### src/rtl/mem_arbiter.sv
// mem_arbiter: shares one registered memory port between the I-cache and the D-cache,
// granting one requester at a time and returning ready/rdata to the granted side only.
module mem_arbiter #(
  parameter int ADDR_W   = 28,
  parameter int DATA_W   = 128,
  parameter int ARB_MODE = 0
) (
  input  logic              clk,
  input  logic              proc_reset_n,
  input  logic              ic_read,
  input  logic              ic_write,
  input  logic [ADDR_W-1:0] ic_addr,
  input  logic [DATA_W-1:0] ic_wdata,
  output logic [DATA_W-1:0] ic_rdata,
  output logic              ic_ready,
  input  logic              dc_read,
  input  logic              dc_write,
  input  logic [ADDR_W-1:0] dc_addr,
  input  logic [DATA_W-1:0] dc_wdata,
  output logic [DATA_W-1:0] dc_rdata,
  output logic              dc_ready,
  output logic              mem_read,
  output logic              mem_write,
  output logic [ADDR_W-1:0] mem_addr,
  output logic [DATA_W-1:0] mem_wdata,
  input  logic [DATA_W-1:0] mem_rdata,
  input  logic              mem_ready
);
  typedef enum logic [1:0] {IDLE, BUSY_I, BUSY_D} state_t;
  state_t state_q, state_d;
  logic last_d_q, last_d_d, guard_i_q, guard_i_d, guard_d_q, guard_d_d;
  logic mem_read_q, mem_read_d, mem_write_q, mem_write_d;
  logic [ADDR_W-1:0] mem_addr_q, mem_addr_d;
  logic [DATA_W-1:0] mem_wdata_q, mem_wdata_d;
  logic req_i, req_d, grant_i, grant_d, done;

  always_ff @(posedge clk or negedge proc_reset_n) begin
    if (!proc_reset_n) begin
      state_q     <= IDLE;
      last_d_q    <= 1'b0;
      guard_i_q   <= 1'b0;
      guard_d_q   <= 1'b0;
      mem_read_q  <= 1'b0;
      mem_write_q <= 1'b0;
      mem_addr_q  <= '0;
      mem_wdata_q <= '0;
    end else begin
      state_q     <= state_d;
      last_d_q    <= last_d_d;
      guard_i_q   <= guard_i_d;
      guard_d_q   <= guard_d_d;
      mem_read_q  <= mem_read_d;
      mem_write_q <= mem_write_d;
      mem_addr_q  <= mem_addr_d;
      mem_wdata_q <= mem_wdata_d;
    end
  end

  // The guard hides a requester for the one cycle its registered request takes to drop.
  always_comb begin
    req_i       = (ic_read | ic_write) & ~guard_i_q;
    req_d       = (dc_read | dc_write) & ~guard_d_q;
    grant_d     = (state_q == IDLE) && req_d && (!req_i || (ARB_MODE != 0) || !last_d_q);
    grant_i     = (state_q == IDLE) && req_i && !grant_d;
    done        = ic_ready | dc_ready;
    state_d     = grant_d ? BUSY_D : grant_i ? BUSY_I : done ? IDLE : state_q;
    last_d_d    = dc_ready ? 1'b1 : ic_ready ? 1'b0 : last_d_q;
    guard_i_d   = ic_ready;
    guard_d_d   = dc_ready;
    mem_read_d  = grant_d ? dc_read : grant_i ? ic_read : done ? 1'b0 : mem_read_q;
    mem_write_d = grant_d ? dc_write : grant_i ? ic_write : done ? 1'b0 : mem_write_q;
    mem_addr_d  = grant_d ? dc_addr : grant_i ? ic_addr : mem_addr_q;
    mem_wdata_d = grant_d ? dc_wdata : grant_i ? ic_wdata : mem_wdata_q;
  end

  always_comb begin
    ic_ready  = (state_q == BUSY_I) && mem_ready;
    dc_ready  = (state_q == BUSY_D) && mem_ready;
    ic_rdata  = ic_ready ? mem_rdata : '0;
    dc_rdata  = dc_ready ? mem_rdata : '0;
    mem_read  = mem_read_q;
    mem_write = mem_write_q;
    mem_addr  = mem_addr_q;
    mem_wdata = mem_wdata_q;
  end
endmodule

### config.mk
export PLATFORM = sky130hd
export DESIGN_NAME = mem_arbiter
export DESIGN_NICKNAME = d
export VERILOG_FILES = /design/src/rtl/mem_arbiter.sv
export SDC_FILE = /design/constraint.sdc
export NUM_CORES = 1
export LEC_CHECK = 0
export ABC_CLOCK_PERIOD_IN_PS = 2500
export BUFFER_PORTS_ARGS = -buffer_cell sky130_fd_sc_hd__buf_2
export CORE_AREA = 2 2 334 336
export DETAILED_ROUTE_END_ITERATION = 10
export DIE_AREA = 0 0 336 338
export PLACE_DENSITY = 0.3
export SYNTH_ARGS = -nofsm -noshare
export SYNTH_HDL_FRONTEND = slang
export SYNTH_SLANG_ARGS = --single-unit
### constraint.sdc
create_clock -name clk -period 2.5 [get_ports clk]
set_clock_uncertainty 0.1 [all_clocks]
set_input_delay 0 -clock clk [delete_from_list [all_inputs] [get_ports clk]]
set_output_delay 0 -clock clk [all_outputs]
set_load 0.005 [all_outputs]
# Word-level counts from Yosys, hierarchy flattened
# Cells that the tools add are included.
# W data, S select, Z words.
[classes]
n_eq_ne = 2
muxes = 16
bitwise = 7
n_reduce_logical = 14
[ops]
columns = ["operator", "count"]
rows = [
  ["$mux W128", 4],
  ["$mux W28", 2],
  ["$mux W1", 7],
  ["$logic_and A1 B1 Y1", 6],
  ["$mux W2", 3],
  ["$reduce_bool A2 Y1", 2],
  ["$logic_not A1 Y1", 3],
  ["$or A1 B1 Y1", 3],
  ["$reduce_bool A3 Y1", 1],
  ["$and A1 B1 Y1", 2],
  ["$eq A2 B1 Y1 const B", 1],
  ["$eq A2 B2 Y1 const B", 1],
  ["$logic_not A2 Y1", 1],
  ["$not A1 Y1", 2],
  ["$logic_or A1 B1 Y1", 1],
]
[word_totals]
register_bits = 163
in_bits = 447
output_inout_bits = 416
wordCells = 47

# Depth between registers and ports, before layout
[logic_depth]
ltp_word = 9
ltp_mapped = 7
mapped_depth_nobuf = 4

# Least setup slack after synthesis
# No wires, ideal clock.
[synth_timing]
kind = "flip-flop to flip-flop"
start = "register state_q[1]"
end = "register mem_wdata_q[34], in the netlist mem_wdata[34]"
setup_ns = 0.137
arrival_time_ns = 1.470
required_time_ns = 2.263
path_slack_ns = 0.793
stages_incl_launch_ff = 8
period_less_slack_ns = 1.707
path_cell_list = "dfrtp_1 -> nor3_2 -> nor2b_1 -> buf_4 -> buf_8 -> buf_8 -> mux2i_1 -> a21oi_1"
[synth_via]
elab_chain_cells = 6
[synth_lines]
columns = ["element", "line", "text"]
rows = [
  ["from (decl)", "30", "state_t state_q, state_d;"],
  ["from (signal assigned)", "48", "state_q <= state_d;"],
  ["$logic_not A2 Y1 (*)", "63, 64", ""],
  ["$logic_and A1 B1 Y1 (2 in a row)", "63", "grant_d = (state_q == IDLE) && req_d && (!req_i || (ARB_MODE != 0) || !last_d_q);"],
  ["$logic_not A1 Y1", "64", "grant_i = (state_q == IDLE) && req_i && !grant_d;"],
  ["$logic_and A1 B1 Y1", "64", ""],
  ["$reduce_bool A2 Y1 (no source line)", "-", ""],
  ["to (signal assigned)", "55", "mem_wdata_q <= mem_wdata_d;"],
  ["to (decl)", "34", "logic [DATA_W-1:0] mem_wdata_q, mem_wdata_d;"],
]
# Every way passes the cells marked *; elsewhere a longest branch is shown, timed or not.
# A chain may end at the register's enable or synchronous reset.

# Worst setup path after layout
[layout_timing]
start = "register state_q[1]"
end = "register mem_addr_q[25], in the netlist mem_addr[25]"
[layout_via]
elab_chain_cells = 6
[layout_lines]
columns = ["element", "line", "text"]
rows = [
  ["$logic_not A2 Y1 (*)", "63, 64", ""],
  ["$logic_and A1 B1 Y1 (2 in a row)", "63", ""],
  ["$logic_not A1 Y1", "64", ""],
  ["$logic_and A1 B1 Y1", "64", ""],
  ["$reduce_bool A2 Y1 (no source line)", "-", ""],
  ["to (signal assigned)", "54", "mem_addr_q <= mem_addr_d;"],
  ["to (decl)", "33", "logic [ADDR_W-1:0] mem_addr_q, mem_addr_d;"],
]
# Marks and branches as above.

==> results.py <==
metrics = {
    "yosys": {
        "synth_fp_nets": 1440,
        "netlist_area_um2": 9260,
        "avgSynthCellArea_um2": 9.32,
        "synth_seq_cells": 163,
        "ys_seq_area_share_pct": 44.1,
        "synth_edf_count": 0,
        "yosysWarnings": 0,
        "async_flop_share_pct": 100,
        "synth_cell_types": 23,
        "ys.flop_type": "dfrtp_1",
        "synthCells": 993,
    },
    "setup_path": {
        "critical_path_required_ns": 2.78,
        "worstSetupEndpointType": "flop",
        "cp-start-kind": "flop",
        "crit_type": "flop to flop",
        "ff2ff_path_depth": 7,
        "cp_slowest_cell": "dlygate4sd3_1",
        "max_stage_delay_ns": 0.57,
        "crit_fanout": 15,
        "cp_data_arrival_time_ns": 2.67,
        "reg2reg_slack_ns": 0.11,
        "timing.rr.end": "mem_addr[25]",
        "rr_startpoint": "state_q[1]",
        "worstPathCellList": "nor3_4 > nor2b_4 > buf_12 > clkbuf_16 > mux2i_1 > a21oi_1 > dlygate4sd3_1",
    },
    "timing": {
        "fmax_mhz": 419,
        "hold_violations": 0,
        "setup_tns_ns": 0,
        "maxSlewViolCount": 0,
        "tightest_slew_ns": 0.636,
        "setup_viol": 0,
        "setup_ws_ns": 0.114,
        "maxSlewHeadroom_pct": 57.6,
        "fin_crit_sh_pct": 95.4,
        "grt_setup_unrepaired": "no",
        "min_period_ns": 2.39,
    },
    "power": {
        "totalPowerFinal_mw": 18.1,
        "power_density_nw_per_um2": 929,
        "ir_drop_mv": 0.610,
        "leakagePower_nw": 9.51,
    },
    "clocking": {
        "clkTransAtPathRegs_ns": 0.08,
        "cts-root-buf": "clkbuf_16",
        "cts_buffers": 17,
        "clk_path_buf_depth": 2,
        "clk-insertion-delay-late_ns": 0.49,
        "cts_tree": "done",
        "h-tree-depth": 4,
        "cts.sinks": 163,
    },
    "layout": {
        "layout.nets": 2602,
        "postLayoutCellArea_um2": 19500,
        "syn2layout_area_growth_pct": 110,
        "multi_input_area_um2": 4720,
        "seq_area_um2": 4080,
        "drive_above_1_share_pct": 43.6,
        "fillCellCount": 12556,
    },
    "floorplanning": {
        "dieArea_um2": 114000,
        "placementRows": 122,
        "die_height_um": 338,
        "ioPinCount": 863,
        "core_area_um2": 110000,
        "start_util_pct": 8.41,
        "die_width_um": 336,
    },
    "place": {
        "dp_slack_ns": 0.391,
        "place.gp.congestion": 0.813,
        "dpl-instance-area_um2": 15500,
        "port_buffers": 862,
        "dp_hpwl_um": 55900,
    },
    "drt": {
        "via_per_inst": 3.18,
        "avgRoutedWirePerCell_um": 18.7,
        "drtIter0Drc": 358,
        "ant_nets": 0,
        "firstDrtPassIters": 5,
        "wl_um": 68800,
        "via_count": 11686,
        "drc": 0,
    },
    "global_route": {
        "grt_max_degree": 132,
        "antenna_found_initial": 48,
        "grt_pass1_wl_um": 90700,
        "grt_pass1_vias": 11940,
        "grt.overflow.total": 0,
        "grtUsageTotal_pct": 11.4,
    },
    "outcome": {
        "status": "finished clean",
    },
    "min_path": {
        "holdCritPathClass": "primary input to async pin",
    },
    "run": {
        "maxCapViolCount": 0,
    },
}
[worst max-delay path: cells and delay by family, from the launching register on]
| family | cells | cell delay [ns] |
|---|---|---|
| DFF | 1 | 0.46 |
| AOI/OAI and AO/OA | 1 | 0.08 |
| and+or+nand+nor | 2 | 0.46 |
| muxes | 1 | 0.19 |
| buffers and inverters | 3 | 0.95 |
[synth_stat cells (3+ instances only)]
cell        n  share of area [%]
buf_2      12               0.65
buf_8      11                1.8
buf_6       4               0.49
nand2_1     5               0.20
dfrtp_1   163                 44
a21oi_1   157                8.5
clkbuf_1   51                2.1
buf_4       3               0.24
mux2i_1   156                 17
and2_1    256                 17
nor2_1    158                6.4
[kinds of logic (layout without fill, tap and decap cells)]
group                  count (synthesis)  count (layout)  synth area share (%)
AOI/OAI and AO/OA                    168             168                  9.50
other                                  0              15                     0
buffers and inverters                 83            1258                  5.31
and+or+nand+nor                      423             423                  24.2
muxes                                156             156                  16.9
DFF                                  163             163                  44.1
[state kept, by name (all words and copies together), names as in the netlist]
| name | count |
|---|---|
| guard_d_q | 1 |
| guard_i_q | 1 |
| last_d_q | 1 |
| mem_addr | 28 |
| mem_read | 1 |
| mem_wdata | 128 |
| mem_write | 1 |
| state_q | 2 |
[metal layers]
layer	up-vias	wire, µm	track usage (%)
met5	-	84	0
met4	12	1580	3.47
met3	116	4620	3.43
met2	554	33900	19.9
met1	5371	28600	13.5
li1	5633	-	-
[report_power, final]
| group | leakage, nW | total [mW] | switching [mW] | internal [mW] |
|---|---|---|---|---|
| registers | 1.84 | 4.86 | 0.823 | 4.04 |
| logic | 7.39 | 10.4 | 5.10 | 5.27 |
| clock network | 0.286 | 2.86 | 1.46 | 1.40 |
| total | 9.51 | 18.1 | 7.38 | 10.7 |
[repair_timing]
item,4_1_cts,5_1_grt
setup buffers,0,1
setup endpoints to repair,0,33
hold endpoints to repair,325,0
hold buffers,320,0
resized for setup,0,10
[through the flow]
step / std cells / hold slack (ns) / utilization (%)
3_3_place_gp: 3300 / -0.0440 / 14.1
5_1_grt: 3663 / 0.0574 / 17.7
3_5_place_dp: 3300 / -0.0354 / 14.1
4_1_cts: 3652 / 0.0166 / 17.5
2_1_floorplan: 993 / -0.396 / -
6_report: 3671 / 0.0563 / 17.7
[layout by cell type (no fill, tap or decap), types with 4 or more instances in the layout]
| cell | instances |
|---|---|
| buf_2 | 861 |
| dlygate4sd3_1 | 319 |
| and2_1 | 256 |
| dfrtp_1 | 161 |
| nor2_1 | 158 |
| a21oi_1 | 157 |
| mux2i_1 | 155 |
| clkbuf_16 | 21 |
| buf_4 | 17 |
| buf_12 | 16 |
| diode_2 | 15 |
| nand2_1 | 5 |
| inv_8 | 4 |
[how the worst max path moves through the flow]
stage,from,end,cells past startpoint
final,state_q[1],mem_addr[25],7
after global routing,state_q[0],dc_rdata[33],5
after CTS,state_q[1],mem_wdata[116],7
after detailed placement,state_q[0],mem_wdata[102],6
after global placement,state_q[1],mem_wdata[26],6
after floorplan,state_q[1],mem_wdata[34],7
[area by class of cell]
type	instances	area share, %
tap	1488	9.56
inverter	2	0.0386
multi-input combinational	747	24.3
clock inverter	15	0.771
clock buffer	17	2.19
antenna	15	0.193
sequential	163	21.0
timing repair buffer	1224	42.0
No activity file was read; power rests on OpenSTA's default activity.
